<file path="config.mk">
export PLATFORM = sky130hd
export DESIGN_NAME = assist_level_ctrl
export DESIGN_NICKNAME = d
export VERILOG_FILES = /design/src/rtl/bike_pkg.sv /design/src/rtl/btn_debounce.sv /design/src/rtl/assist_level_ctrl.sv
export SDC_FILE = /design/constraint.sdc
export NUM_CORES = 1
export LEC_CHECK = 0
export CELL_PAD_IN_SITES_DETAIL_PLACEMENT = 1
export CELL_PAD_IN_SITES_GLOBAL_PLACEMENT = 1
export CORE_AREA = 2 2 113 115
export CTS_BUF_LIST = sky130_fd_sc_hd__clkbuf_4 sky130_fd_sc_hd__clkbuf_8 sky130_fd_sc_hd__clkbuf_16
export CTS_CLUSTER_DIAMETER = 150
export DETAILED_ROUTE_END_ITERATION = 12
export DIE_AREA = 0 0 115 117
export MAX_ROUTING_LAYER = met4
export PLACE_DENSITY = 0.7
export SLEW_MARGIN = 20
export SYNTH_ARGS = -nofsm -noshare
export SYNTH_HDL_FRONTEND = slang
export SYNTH_HIERARCHICAL = 1
export SYNTH_SLANG_ARGS = --single-unit
</file>
<file path="constraint.sdc">
create_clock -name clk -period 2.3 [get_ports clk]
set_input_delay 0.46 -clock clk [delete_from_list [all_inputs] [get_ports clk]]
set_output_delay 0.46 -clock clk [all_outputs]
set_load 0.005 [all_outputs]
</file>
<file path="src/rtl/bike_pkg.sv">
// Shared types for the rider assist-level front end.
package bike_pkg;
    typedef logic [2:0] level_t;
    localparam level_t MAX_LEVEL = 3'd7;
    typedef enum logic [1:0] {IDLE, RAMP_UP, RAMP_DN, BRAKE} assist_state_t;
endpackage

</file>
<file path="src/rtl/btn_debounce.sv">
// Two-flop synchroniser followed by a stable-count debouncer for one raw input.
module btn_debounce #(
    parameter int DEB_CYCLES = 500_000
) (
    input  logic clk,
    input  logic rst_n,
    input  logic raw,
    output logic deb
);
    localparam int CW = $clog2(DEB_CYCLES + 1);
    localparam logic [CW-1:0] CNT_LAST = CW'(DEB_CYCLES - 1);

    logic [1:0]    sync;
    logic [CW-1:0] cnt;

    // Count only while the synced value disagrees with the output; agreement restarts it.
    always_ff @(posedge clk or negedge rst_n) begin
        if (!rst_n) begin
            sync <= '0;
            cnt  <= '0;
            deb  <= 1'b0;
        end else begin
            sync <= {sync[0], raw};
            if (sync[1] == deb) begin
                cnt <= '0;
            end else if (cnt == CNT_LAST) begin
                deb <= sync[1];
                cnt <= '0;
            end else begin
                cnt <= cnt + CW'(1);
            end
        end
    end
endmodule

</file>
<file path="src/rtl/assist_level_ctrl.sv">
// Rider input front end: debounced up/down/brake set a target level, psw ramps
// toward it one step per ramp interval; brake forces everything to zero.
module assist_level_ctrl
    import bike_pkg::*;
#(
    parameter int LEVEL_W     = 3,
    parameter int DEB_CYCLES  = 500_000,
    parameter int RAMP_CYCLES = 5_000_000
) (
    input  logic               clk,
    input  logic               rst_n,
    input  logic               btn_up,
    input  logic               btn_down,
    input  logic               brake,
    output logic [LEVEL_W-1:0] psw,
    output logic [LEVEL_W-1:0] target,
    output logic               ramping,
    output logic               braked
);
    localparam int TW = $clog2(RAMP_CYCLES + 1);
    localparam logic [TW-1:0]      TMR_LAST = TW'(RAMP_CYCLES - 1);
    localparam logic [LEVEL_W-1:0] MAXL     = '1;

    // Bit 0 = up, 1 = down, 2 = brake.
    logic [2:0] raw_in, deb, deb_q;
    assign raw_in = {brake, btn_down, btn_up};

    for (genvar i = 0; i < 3; i++) begin : g_deb
        btn_debounce #(.DEB_CYCLES(DEB_CYCLES)) u_deb (
            .clk   (clk),
            .rst_n (rst_n),
            .raw   (raw_in[i]),
            .deb   (deb[i])
        );
    end

    assign braked = deb[2];

    logic up_ev, dn_ev;
    assign up_ev = deb[0] & ~deb_q[0];
    assign dn_ev = deb[1] & ~deb_q[1];

    assist_state_t      state, state_nx;
    logic [LEVEL_W-1:0] psw_nx, tgt_nx, psw_inc, psw_dec;
    logic [TW-1:0]      tmr, tmr_nx;

    assign psw_inc = psw + 1'b1;
    assign psw_dec = psw - 1'b1;

    always_comb begin
        state_nx = state;
        psw_nx   = psw;
        tgt_nx   = target;
        tmr_nx   = tmr;

        // Simultaneous up and down edges cancel out.
        if (up_ev && !dn_ev && target != MAXL)
            tgt_nx = target + 1'b1;
        else if (dn_ev && !up_ev && target != '0)
            tgt_nx = target - 1'b1;

        if (deb[2]) begin
            state_nx = BRAKE;
            psw_nx   = '0;
            tgt_nx   = '0;
            tmr_nx   = '0;
        end else begin
            case (state)
                IDLE: begin
                    tmr_nx = '0;
                    if (target > psw)      state_nx = RAMP_UP;
                    else if (target < psw) state_nx = RAMP_DN;
                end
                RAMP_UP: begin
                    if (target == psw) begin
                        state_nx = IDLE;
                        tmr_nx   = '0;
                    end else if (target < psw) begin
                        state_nx = RAMP_DN;
                        tmr_nx   = '0;
                    end else if (tmr == TMR_LAST) begin
                        psw_nx = psw_inc;
                        tmr_nx = '0;
                        if (psw_inc == target) state_nx = IDLE;
                    end else begin
                        tmr_nx = tmr + TW'(1);
                    end
                end
                RAMP_DN: begin
                    if (target == psw) begin
                        state_nx = IDLE;
                        tmr_nx   = '0;
                    end else if (target > psw) begin
                        state_nx = RAMP_UP;
                        tmr_nx   = '0;
                    end else if (tmr == TMR_LAST) begin
                        psw_nx = psw_dec;
                        tmr_nx = '0;
                        if (psw_dec == target) state_nx = IDLE;
                    end else begin
                        tmr_nx = tmr + TW'(1);
                    end
                end
                default: begin
                    // Brake released: settle at zero, no resume of the old level.
                    state_nx = IDLE;
                    psw_nx   = '0;
                    tgt_nx   = '0;
                    tmr_nx   = '0;
                end
            endcase
        end
    end

    always_ff @(posedge clk or negedge rst_n) begin
        if (!rst_n) begin
            state   <= IDLE;
            psw     <= '0;
            target  <= '0;
            tmr     <= '0;
            deb_q   <= '0;
            ramping <= 1'b0;
        end else begin
            state   <= state_nx;
            psw     <= psw_nx;
            target  <= tgt_nx;
            tmr     <= tmr_nx;
            deb_q   <= deb;
            ramping <= (state_nx == RAMP_UP) || (state_nx == RAMP_DN);
        end
    end
endmodule

</file>
# Yosys cells after proc, flatten, opt, wreduce, memory -nomap -nowiden
# Cells that the tools add are included.
# op_classes
n_addsub	8
magnitude_cmp	2
n_eq_ne	23
mux	37
bitwise	7
reduce_logical	14
# ops
cell	count
23-bit two-way mux	6
19-bit two-way mux	6
19-bit by 1-bit adder with 19-bit output, second input constant	3
19-bit equality test, second input constant	3
23-bit case mux with 2 select lines	1
3-bit two-way mux	11
23-bit by 1-bit adder with 23-bit output, second input constant	1
23-bit equality test, second input constant	1
2-bit two-way mux	11
3-bit by 2-bit != test with 1-bit output, second input constant	6
3-bit equality test	3
3-bit case mux with 3 select lines	1
7-bit AND reduction	1
3-bit by 1-bit adder with 3-bit output, second input constant	2
2-bit case mux with 3 select lines	1
2-bit AND reduction	3
3-bit by 1-bit subtractor with 3-bit output, second input constant	2
1-bit NOT	5
2-bit by 1-bit equality test with 1-bit output, second input constant	2
2-bit equality test, second input constant	2
1-bit logical AND	4
4-bit by 1-bit != test with 1-bit output, second input constant	1
1-bit equality test	3
3-bit greater-than comparator	1
9 further kinds	11
# word_totals
regBits	100
output_inout_bits	8
elab_cells	106

# Logic depth before layout (Yosys ltp)
# Gate-level depths: netlist of the first run.
# logic_depth
word_depth	10
mapped_depth	11
ltp_nobuf	9

# By module
# Netlist of the first run, hierarchy kept.
# modules_own_cells
mod	n_inst	cells_each	area_per_inst_um2
btn_debounce	3	105	1079.8
assist_level_ctrl	1	219	2014.4

# Worst setup path before layout of the first run
# OpenSTA, ideal clock, no wires.
# synth_timing
path_type	register to register
startpoint	reg target[1]
endpoint	reg tmr[10]
setup_time_ns	0.072
arrival_ns	2.055
t_required_ns	2.228
path_slack_ns	0.173
path_stages_with_launch	11
n_path_buf	2
path_cell_list	dfrtp_1 ha_1 nor2b_1 o21ai_1 nand2_1 nor2_1 a21oi_1 or3_1 clkbuf_1 clkbuf_1 nor2_1
# synth_via
elab_chain_cells	5
word_cells_on_any_way	9
classes_between	order compare: 2; eq/ne: 1; mux: 6
# synth_lines
element	line	source
start, declared	assist_level_ctrl.sv:16	output logic [LEVEL_W-1:0] target,
start signal, assigned	assist_level_ctrl.sv:126	target <= tgt_nx;
3-bit greater-than comparator / 3-bit < comparator (equally long branches)	assist_level_ctrl.sv:93, assist_level_ctrl.sv:78	
23-bit two-way mux, on equally long branches	assist_level_ctrl.sv:93, assist_level_ctrl.sv:78	
23-bit two-way mux, on equally long branches	assist_level_ctrl.sv:90, assist_level_ctrl.sv:75	
23-bit case mux with 2 select lines *	assist_level_ctrl.sv:68	case (state)
23-bit two-way mux *	assist_level_ctrl.sv:62	if (deb[2]) begin
named net tmr_nx[10]	assist_level_ctrl.sv:45	logic [TW-1:0] tmr, tmr_nx;
end signal, assigned	assist_level_ctrl.sv:127	tmr <= tmr_nx;
end, declared	assist_level_ctrl.sv:45	
# Mark *: on every way through the listed nets, which the timed path passes. The rest lies on a longest branch.
# A chain may end at the register's enable or synchronous reset.

# Final worst setup path of the first run
# layout_timing
startpoint	reg psw[1]
endpoint	reg psw[2]
# layout_via
elab_chain_cells	6
word_cells_on_any_way	18
classes_between	add/sub: 2; order compare: 2; eq/ne: 5; mux: 8; reduce/logical: 1
# layout_lines
element	line	source
start, declared	assist_level_ctrl.sv:15	output logic [LEVEL_W-1:0] psw,
start signal, assigned	assist_level_ctrl.sv:125	psw <= psw_nx;
3-bit by 1-bit subtractor with 3-bit output / 3-bit by 1-bit adder with 3-bit output (equally long branches)	assist_level_ctrl.sv:48, assist_level_ctrl.sv:47	
3-bit two-way mux, on equally long branches	assist_level_ctrl.sv:96, assist_level_ctrl.sv:81	
3-bit two-way mux, on equally long branches	assist_level_ctrl.sv:93, assist_level_ctrl.sv:78	
3-bit two-way mux, on equally long branches	assist_level_ctrl.sv:90, assist_level_ctrl.sv:75	
3-bit case mux with 3 select lines	assist_level_ctrl.sv:68	
3-bit two-way mux	assist_level_ctrl.sv:62	
# Several ways; a longest one is shown, not always the timed one. The select of a mux whose other input is x is not followed.

==> impl_results.md, run 1 <==
* RSZ-0062 raised after global routing: true
* Cell area after synthesis at 5254 um^2
* Setup TNS at 0 ps
* RR Startpoint: psw[1]
* Count of final hold-check violations at 0
* GRT Resource Usage Total at 19.09%
* FF-to-FF setup slack at 150 ps
* Clock sink total at 100
* Core Region at 12310 um^2
* Largest net degree at the start of global routing at between 50 and 60
* Worst Clk Skew at 13.83 ps
* CTS H-tree depth at 3
* Synth area leader: dfrtp_1
* Reg2reg end: psw[2]
* Clock Latency Late Sink at roughly 350 ps
* Seq/Total Area, Yosys at approximately 48%
* CTS Hold Bufs at 0
* # nets final at 584
* Critical Path Start Type: flip-flop
* Most frequent cell after synthesis: dfrtp_1
* Layout cell share with drive strength beyond 1 at 13.86%
* VDD IR max at 0.3550 mV
* Critical path's slowest cell: dfrtp_1
* Post-synthesis cell count at between 500 and 600
* First-pass DRT Iterations at 4
* Maxcap violations at 0
* Post-synth top flop: dfrtp_1
* Reg2Reg Depth at 9
* YS warnings at 6
* Async SR Flop Fraction at 100.0%
* Cell variety after synth at between 40 and 50
* Post-route ant nets at 0
* Post-synth EDFFs at 0
* GR peak layer: met2
* WP data required at 2550 ps
* Tightest Pin Transition at 529.8 ps
* HP Class: in -> async
* IO buf count at 12
* CP Capture Type: flip-flop
* CTS tree: built
* Final worst setup slack at 152.9 ps
* Die height at 117 um
* Commonest cells in the netlist: 100 x dfrtp_1, 92 x nor2_1, 54 x xnor2_1, 32 x nand3_1, 31 x inv_1
* Top post-synthesis cells by area: dfrtp_1 48%, xnor2_1 9.0%, nor2_1 6.6%, xor2_1 3.2%, ha_1 3.1%
* CP startpoint: psw[1]
* Syn Area/Cell at 9.839 um^2
* Hold WS at about 14 ps
* Starting Density at 42.67%
* Clk buf depth at 2
* Setup violators final at 0
* Gpl congestion at 0.8551
* Top-area cell type share of the netlist area at 47.63%
* Pins Over Slew Limit at 0
* Worst Path Arrival at 2390 ps
* Final period utilization at between 90 and 100%
* CTS root buf: clkbuf_16
* FILL cells at 1379
* Antenna violations before repair at 0
* Period minus WS final at roughly 2100 ps
* Met1 Track Usage GR at 24.18%
* # rows at 41
* Via count at 3904
* Power Dens Cells at about 570 nW/um^2
* Die Wd at 115 um
* Met2 usage at 30.94%
* P&R area growth vs syn at 15.05%
* Residual DRC count at 0
* WS Path Type: reg -> reg
* CTS buffer count at 9
* Initial DRC Count at 141
* First-pass GRT wire length at 19.76 mm
* Grt total ovfl at 0
* Post-layout util at 49.10%
* Number of register bits inferred by synthesis at 100
* Post-Route WL at 11.29 mm
* Vias/cell at 5.422
* Io pins at 13
* Clk slew on worst S/H paths at around 70 ps
* GR Util met3 at 3.038%
* Hpwl dp at 8.066 mm
* WL/cell at approximately 16 um
* Max incr delay on CP at 380 ps
* Pre-CTS WS at 31.32 ps
* Worst rel slew slack at 64.35%
* Post-Syn Nets at 553
* Critical path, cell by cell: inv_2 -> ha_1 -> nor2b_1 -> o21ai_2 -> and3_1 -> o211ai_1 -> a21oi_2 -> nor3_1 -> a41o_1
* Fmax at 0.4658 GHz
* CP max FO at 5
* Ant. Diodes at 0
* Vias in the first global route at 4110
* Leakage Power at 0.002406 uW
* Status: finished clean
* Die ar. at 13460 um^2
## worst max-delay path, delay by kind of cell, from the launching register on
kind | cells | cell delay (ps)
AND/OR/NAND/NOR | 3 | 440
adder cells (fa/ha/maj) | 1 | 320
buffers and inverters | 1 | 70
flip-flops | 1 | 380
AO/OA/AOI/OAI | 4 | 830
## area by class of cell
type	instances	area, um^2	area share (%)
clock buffers	11	252.7	4.181
clock inverters	5	50.05	0.8280
inverters	31	116.4	1.925
multi-input cells	391	2648	43.80
flip-flops and latches	100	2506	41.46
well taps	150	187.7	3.105
repair buffers	32	284.0	4.699
## layout by cell type, fill, tap and decap left out, types with 3 or more instances in the layout
cell | netlist | final
or3_1 | 8 | 8
inv_2 | 0 | 3
xnor2_1 | 54 | 51
and3_1 | 4 | 3
inv_1 | 31 | 28
nor3_1 | 21 | 21
nand4_1 | 16 | 16
or4_4 | 4 | 4
dfrtp_1 | 100 | 97
clkbuf_16 | 0 | 9
clkinv_2 | 0 | 4
buf_4 | 3 | 19
nand3_1 | 32 | 32
a21oi_1 | 12 | 12
and2_1 | 4 | 4
dfrtp_2 | 0 | 3
nor4_2 | 4 | 4
nor4b_1 | 5 | 5
nand2_1 | 30 | 29
mux2_2 | 3 | 3
o21ai_0 | 13 | 13
ha_1 | 13 | 12
o41ai_4 | 3 | 3
xnor2_2 | 0 | 3
mux2i_1 | 4 | 4
xor2_1 | 19 | 19
nor2_1 | 92 | 91
clkdlybuf4s50_1 | 0 | 11
nor4_1 | 16 | 16
nor2b_1 | 6 | 6
nand4_4 | 3 | 3
## layer usage
layer / routed length [um] / vias to the layer above
li1: - / 1903
met1: 5389 / 1961
met2: 5524 / 26
met3: 181 / 14
met4: 191 / 0
met5: 0 / -
## worst max path at each step
| stage | to | slack, ps | cells after the start |
|---|---|---|---|
| after floorplan | tmr[10] | 170 | 10 |
| after global placement | ramping | 120 | 9 |
| after detailed placement | tmr[17] | 30 | 10 |
| after CTS | tmr[11] | 20 | 10 |
| after global routing | ramping | -3 | 9 |
| final | psw[2] | 150 | 9 |
## cells by family after synthesis
group | after synthesis | share of synthesized area, %
AOI/OAI and AO/OA | 44 | 6.430
xor gates and xnor gates | 73 | 12.17
adders and majority gates | 14 | 3.477
buffers and inverters | 43 | 3.382
DFF | 100 | 47.63
muxes | 7 | 1.405
and+or+nand+nor | 253 | 25.51
## flip-flops by register name (all words and copies together), names as in the netlist
name,cells
g_deb.u_deb/cnt,57
tmr,23
g_deb.u_deb/sync,6
g_deb.u_deb/deb,3
psw,3
target,3
deb_q,2
state,2
ramping,1
## what timing repair did
action	4_1_cts	5_1_grt
setup buffers	0	5
endpoints found under the setup margin	0	28
gates resized for setup	0	21
## stage by stage
stage          instance area [um^2]  instances  total power, uW
2_1_floorplan                  5254        534             1874
3_3_place_gp                   5623        699             1936
6_report                       6045        720             3465
3_5_place_dp                   5623        699             1939
5_1_grt                        6045        720             3610
4_1_cts                        5926        715             3513
## power by group
part           total, uW  switching (uW)  internal [uW]
Sequential          1800            21.6           1780
Combinational        103            68.4           35.0
Clock               1560             668            896
Total               3460             758           2710
Note: power is estimated with default switching activity, not from simulation.
==> run 2: changes to the inputs <==
--- a/config.mk
+++ b/config.mk
@@ -13,7 +13,7 @@
 export DETAILED_ROUTE_END_ITERATION = 12
 export DIE_AREA = 0 0 115 117
 export MAX_ROUTING_LAYER = met4
-export PLACE_DENSITY = 0.7
+export PLACE_DENSITY = 0.81
 export SLEW_MARGIN = 20
 export SYNTH_ARGS = -nofsm -noshare
 export SYNTH_HDL_FRONTEND = slang
==> constraint.sdc (replaced) <==
create_clock -name clk -period 2.3 [get_ports clk]
set_input_delay 0.69 -clock clk [delete_from_list [all_inputs] [get_ports clk]]
set_output_delay 0.69 -clock clk [all_outputs]
set_load 0.005 [all_outputs]
==> run 2 against run 1 <==
Effect of this change:
- sequential power is essentially flat
- flip-flop and latch count did not move
- total power shrank 2.6%
- cell area fell by 1.4%
- clock-buffer cell count up 1
- fmax fell by 2.8%
- non-clock buffer count is 6 lower
==> impl_results.md, run 2 (synthesized netlist as in run 1, its figures left out) <==
* Post-layout util at 48.41% (-0.68 points)
* Clk slew on worst S/H paths at 70 ps (about the same)
* Sequential Power Share at 53.3% (+1.4 points)
* Period minus WS final at 2209 ps (+61.81 ps)
* Post-route ant nets at 0 (unchanged)
* Tightest Pin Transition at 533.0 ps (+3.169 ps)
* Setup violators final at 0 (unchanged)
* Clk buf depth at 2 (unchanged)
* Via count at 3912 (+0.20%)
* Largest net degree at the start of global routing at 101 (+84%)
* Worst rel slew slack at 64.47% (+0.11 points)
* Setup Fix Bufs, Post-CTS at 0 (unchanged)
* Count of final hold-check violations at 0 (unchanged)
* GRT Resource Usage Total at 19.06% (-0.029 points)
* CTS H-tree depth at 3 (unchanged)
* CP Capture Type: flip-flop
* Critical Path Start Type: flip-flop
* Vias/cell at 5.479 (+1.0%)
* Initial DRC Count at 256 (+82%)
* Commonest non-fill, non-tap cells in the layout: 98 x dfrtp_1, 91 x nor2_1, 53 x xnor2_1
* Die height at 117 um (unchanged)
* Die Wd at 115 um (unchanged)
* Leakage Power at 0.002347 uW (-2.5%)
* CTS tree: built
* Antenna violations before repair at 0 (unchanged)
* Reg2reg end: tmr[17]
* Commonest non-fill, non-tap cell in the layout: dfrtp_1
* Switching part of the total at 22.37% (+0.48 points)
* Status: finished clean
* Starting Density at 42.67% (unchanged)
* Max FFs per register at 57 (unchanged)
* Clock sink total at 100 (unchanged)
* Core Region at 12310 um^2 (unchanged)
* Fmax at 0.4527 GHz (-2.8%)
* WL/cell at 16.48 um (+5.1%)
* Final worst setup slack at 91.12 ps (-61.81 ps)
* Pins Over Slew Limit at 0 (unchanged)
* CP max FO at 23 (+18)
* Sequential cell area at 2505 um^2 (about the same)
* # nets final at 578 (-1.0%)
* Clock Latency Late Sink at 340 ps (about the same)
* Die ar. at 13460 um^2 (unchanged)
* Power Dens Cells at 566.0 nW/um^2 (-1.3%)
* Pre-CTS WS at 54.61 ps (+23.28 ps)
* Worst Hold End: g_deb[2].u_deb/sync[1]
* Worst Clk Skew at 5.664 ps (-8.166 ps)
* Grt total ovfl at 0 (unchanged)
* Gpl congestion at 0.8394 (-1.8%)
* Residual DRC count at 0 (unchanged)
* RR Startpoint: psw[1]
* WS Path Type: reg -> reg
* First-pass DRT Iterations at 4 (unchanged)
* Power share of the combinational group at 3.0% (about the same)
* Ant. Diodes at 0 (unchanged)
* Switching pwr at 754.6 uW (-0.49%)
* Worst Hold Launch: g_deb[2].u_deb/sync[0]
* # rows at 41 (unchanged)
* Maxcap violations at 0 (unchanged)
* Clk network pwr share at 43.7% (-1.4 points)
* Top reg by flops: g_deb.u_deb/cnt
* FILL cells at 1390 (+0.80%)
* CTS root buf: clkbuf_16
* Hpwl dp at 8.182 mm (+1.4%)
* HP Class: reg -> reg
* Largest regs: g_deb.u_deb/cnt x57, tmr x23, g_deb.u_deb/sync x6
* FF-to-FF setup slack at 90 ps (-60 ps)
* First-pass GRT wire length at 19.91 mm (+0.77%)
* WP data required at 2570 ps (+20 ps)
* Final period utilization at 96.04% (+2.7 points)
* Io pins at 13 (unchanged)
* Layout cell share with drive strength beyond 1 at 12.06% (-1.8 points)
* Worst Path Arrival at 2470 ps (+80 ps)
* Vias in the first global route at 4265 (+3.8%)
* Post-Route WL at 11.77 mm (+4.3%)
* Int Power at 2619 uW (-3.2%)
* Area of the multi-input gates at 2621 um^2 (-0.99%)
* Hold path cells at 0
* IO buf count at 12 (unchanged)
* VDD IR max at 0.3130 mV (-12%)
* P&R area growth vs syn at 13.46%
* CTS buffer count at 9 (unchanged)
* Hold WS at 354.9 ps (+340.7 ps)
* Reg2Reg Depth at 10 (+1)
## run 2: cell count changes in the layout (fill, tap and decap cells not counted), moves of 2 or more
cell,previous run,this run
buf_4,19,13
xnor2_2,3,1
xnor2_1,51,53
clkinvlp_4,0,3
clkinv_2,4,0
## run 2: timing repair
| action | 4_1_cts | 5_1_grt |
|---|---|---|
| gates resized for setup | 1 | 15 |
| hold buffers | 0 | 0 |
| pin swaps | 0 | 3 |
| hold endpoints to repair | 0 | 0 |
| setup endpoints to repair | 1 | 30 |
## run 2: layout make-up
class | count | area share, %
flip-flops and latches | 100 | 42.02
multi-input cells | 391 | 43.98
repair buffers | 26 | 4.009
well taps | 150 | 3.149
clock inverters | 4 | 0.5248
clock buffers | 12 | 4.366
inverters | 31 | 1.952
## run 2: worst max-delay path by stage
stage / startpoint / to / slack (ps) / cells past startpoint
2_1_floorplan: target[1] / tmr[10] / 170 / 10
3_3_place_gp: tmr[0] / ramping / 140 / 8
6_report: psw[1] / tmr[17] / 90 / 10
5_1_grt: psw[1] / tmr[2] / -60 / 10
3_5_place_dp: tmr[0] / ramping / 50 / 8
4_1_cts: psw[1] / tmr[2] / 20 / 10
## run 2: worst max-delay path, cell delays in order (launching register included)
cell     delay (ps)
dfrtp_1         390
inv_2            80
ha_1            330
nor2b_1         160
o21ai_2         240
nand2_2         130
nor2_1          100
a21oi_1          50
or3_1           340
buf_6           190
nor2_1          120
## run 2: power groups by stage
stage | Sequential [uW] | Combinational (uW) | Clock (uW)
finish | 1800 | 102 | 1470
global route | 1800 | 118 | 1580
CTS | 1800 | 107 | 1510
detailed placement | 1830 | 106 | 0
global placement | 1830 | 101 | 0
floorplan | 1820 | 53.3 | 0
## run 2: metal layers
layer	wire (um)	vias up	share of wire (%)	GRT usage (%)
met5	0	-	0	-
met4	185	0	1.6	6.908
met3	189	16	1.6	2.575
met2	6155	33	52	33.57
met1	5238	1978	45	22.41
li1	-	1885	-	-
## run 2: through the flow
| step | instance area, um^2 | power [uW] | std cells | TNS [ps] |
|---|---|---|---|---|
| finish | 5961 | 3374 | 714 | 0 |
| detailed placement | 5615 | 1938 | 698 | 0 |
| floorplan | 5254 | 1874 | 534 | 0 |
| CTS | 5908 | 3414 | 714 | 0 |
| global route | 5961 | 3498 | 714 | -560.7 |
| global placement | 5615 | 1931 | 698 | 0 |
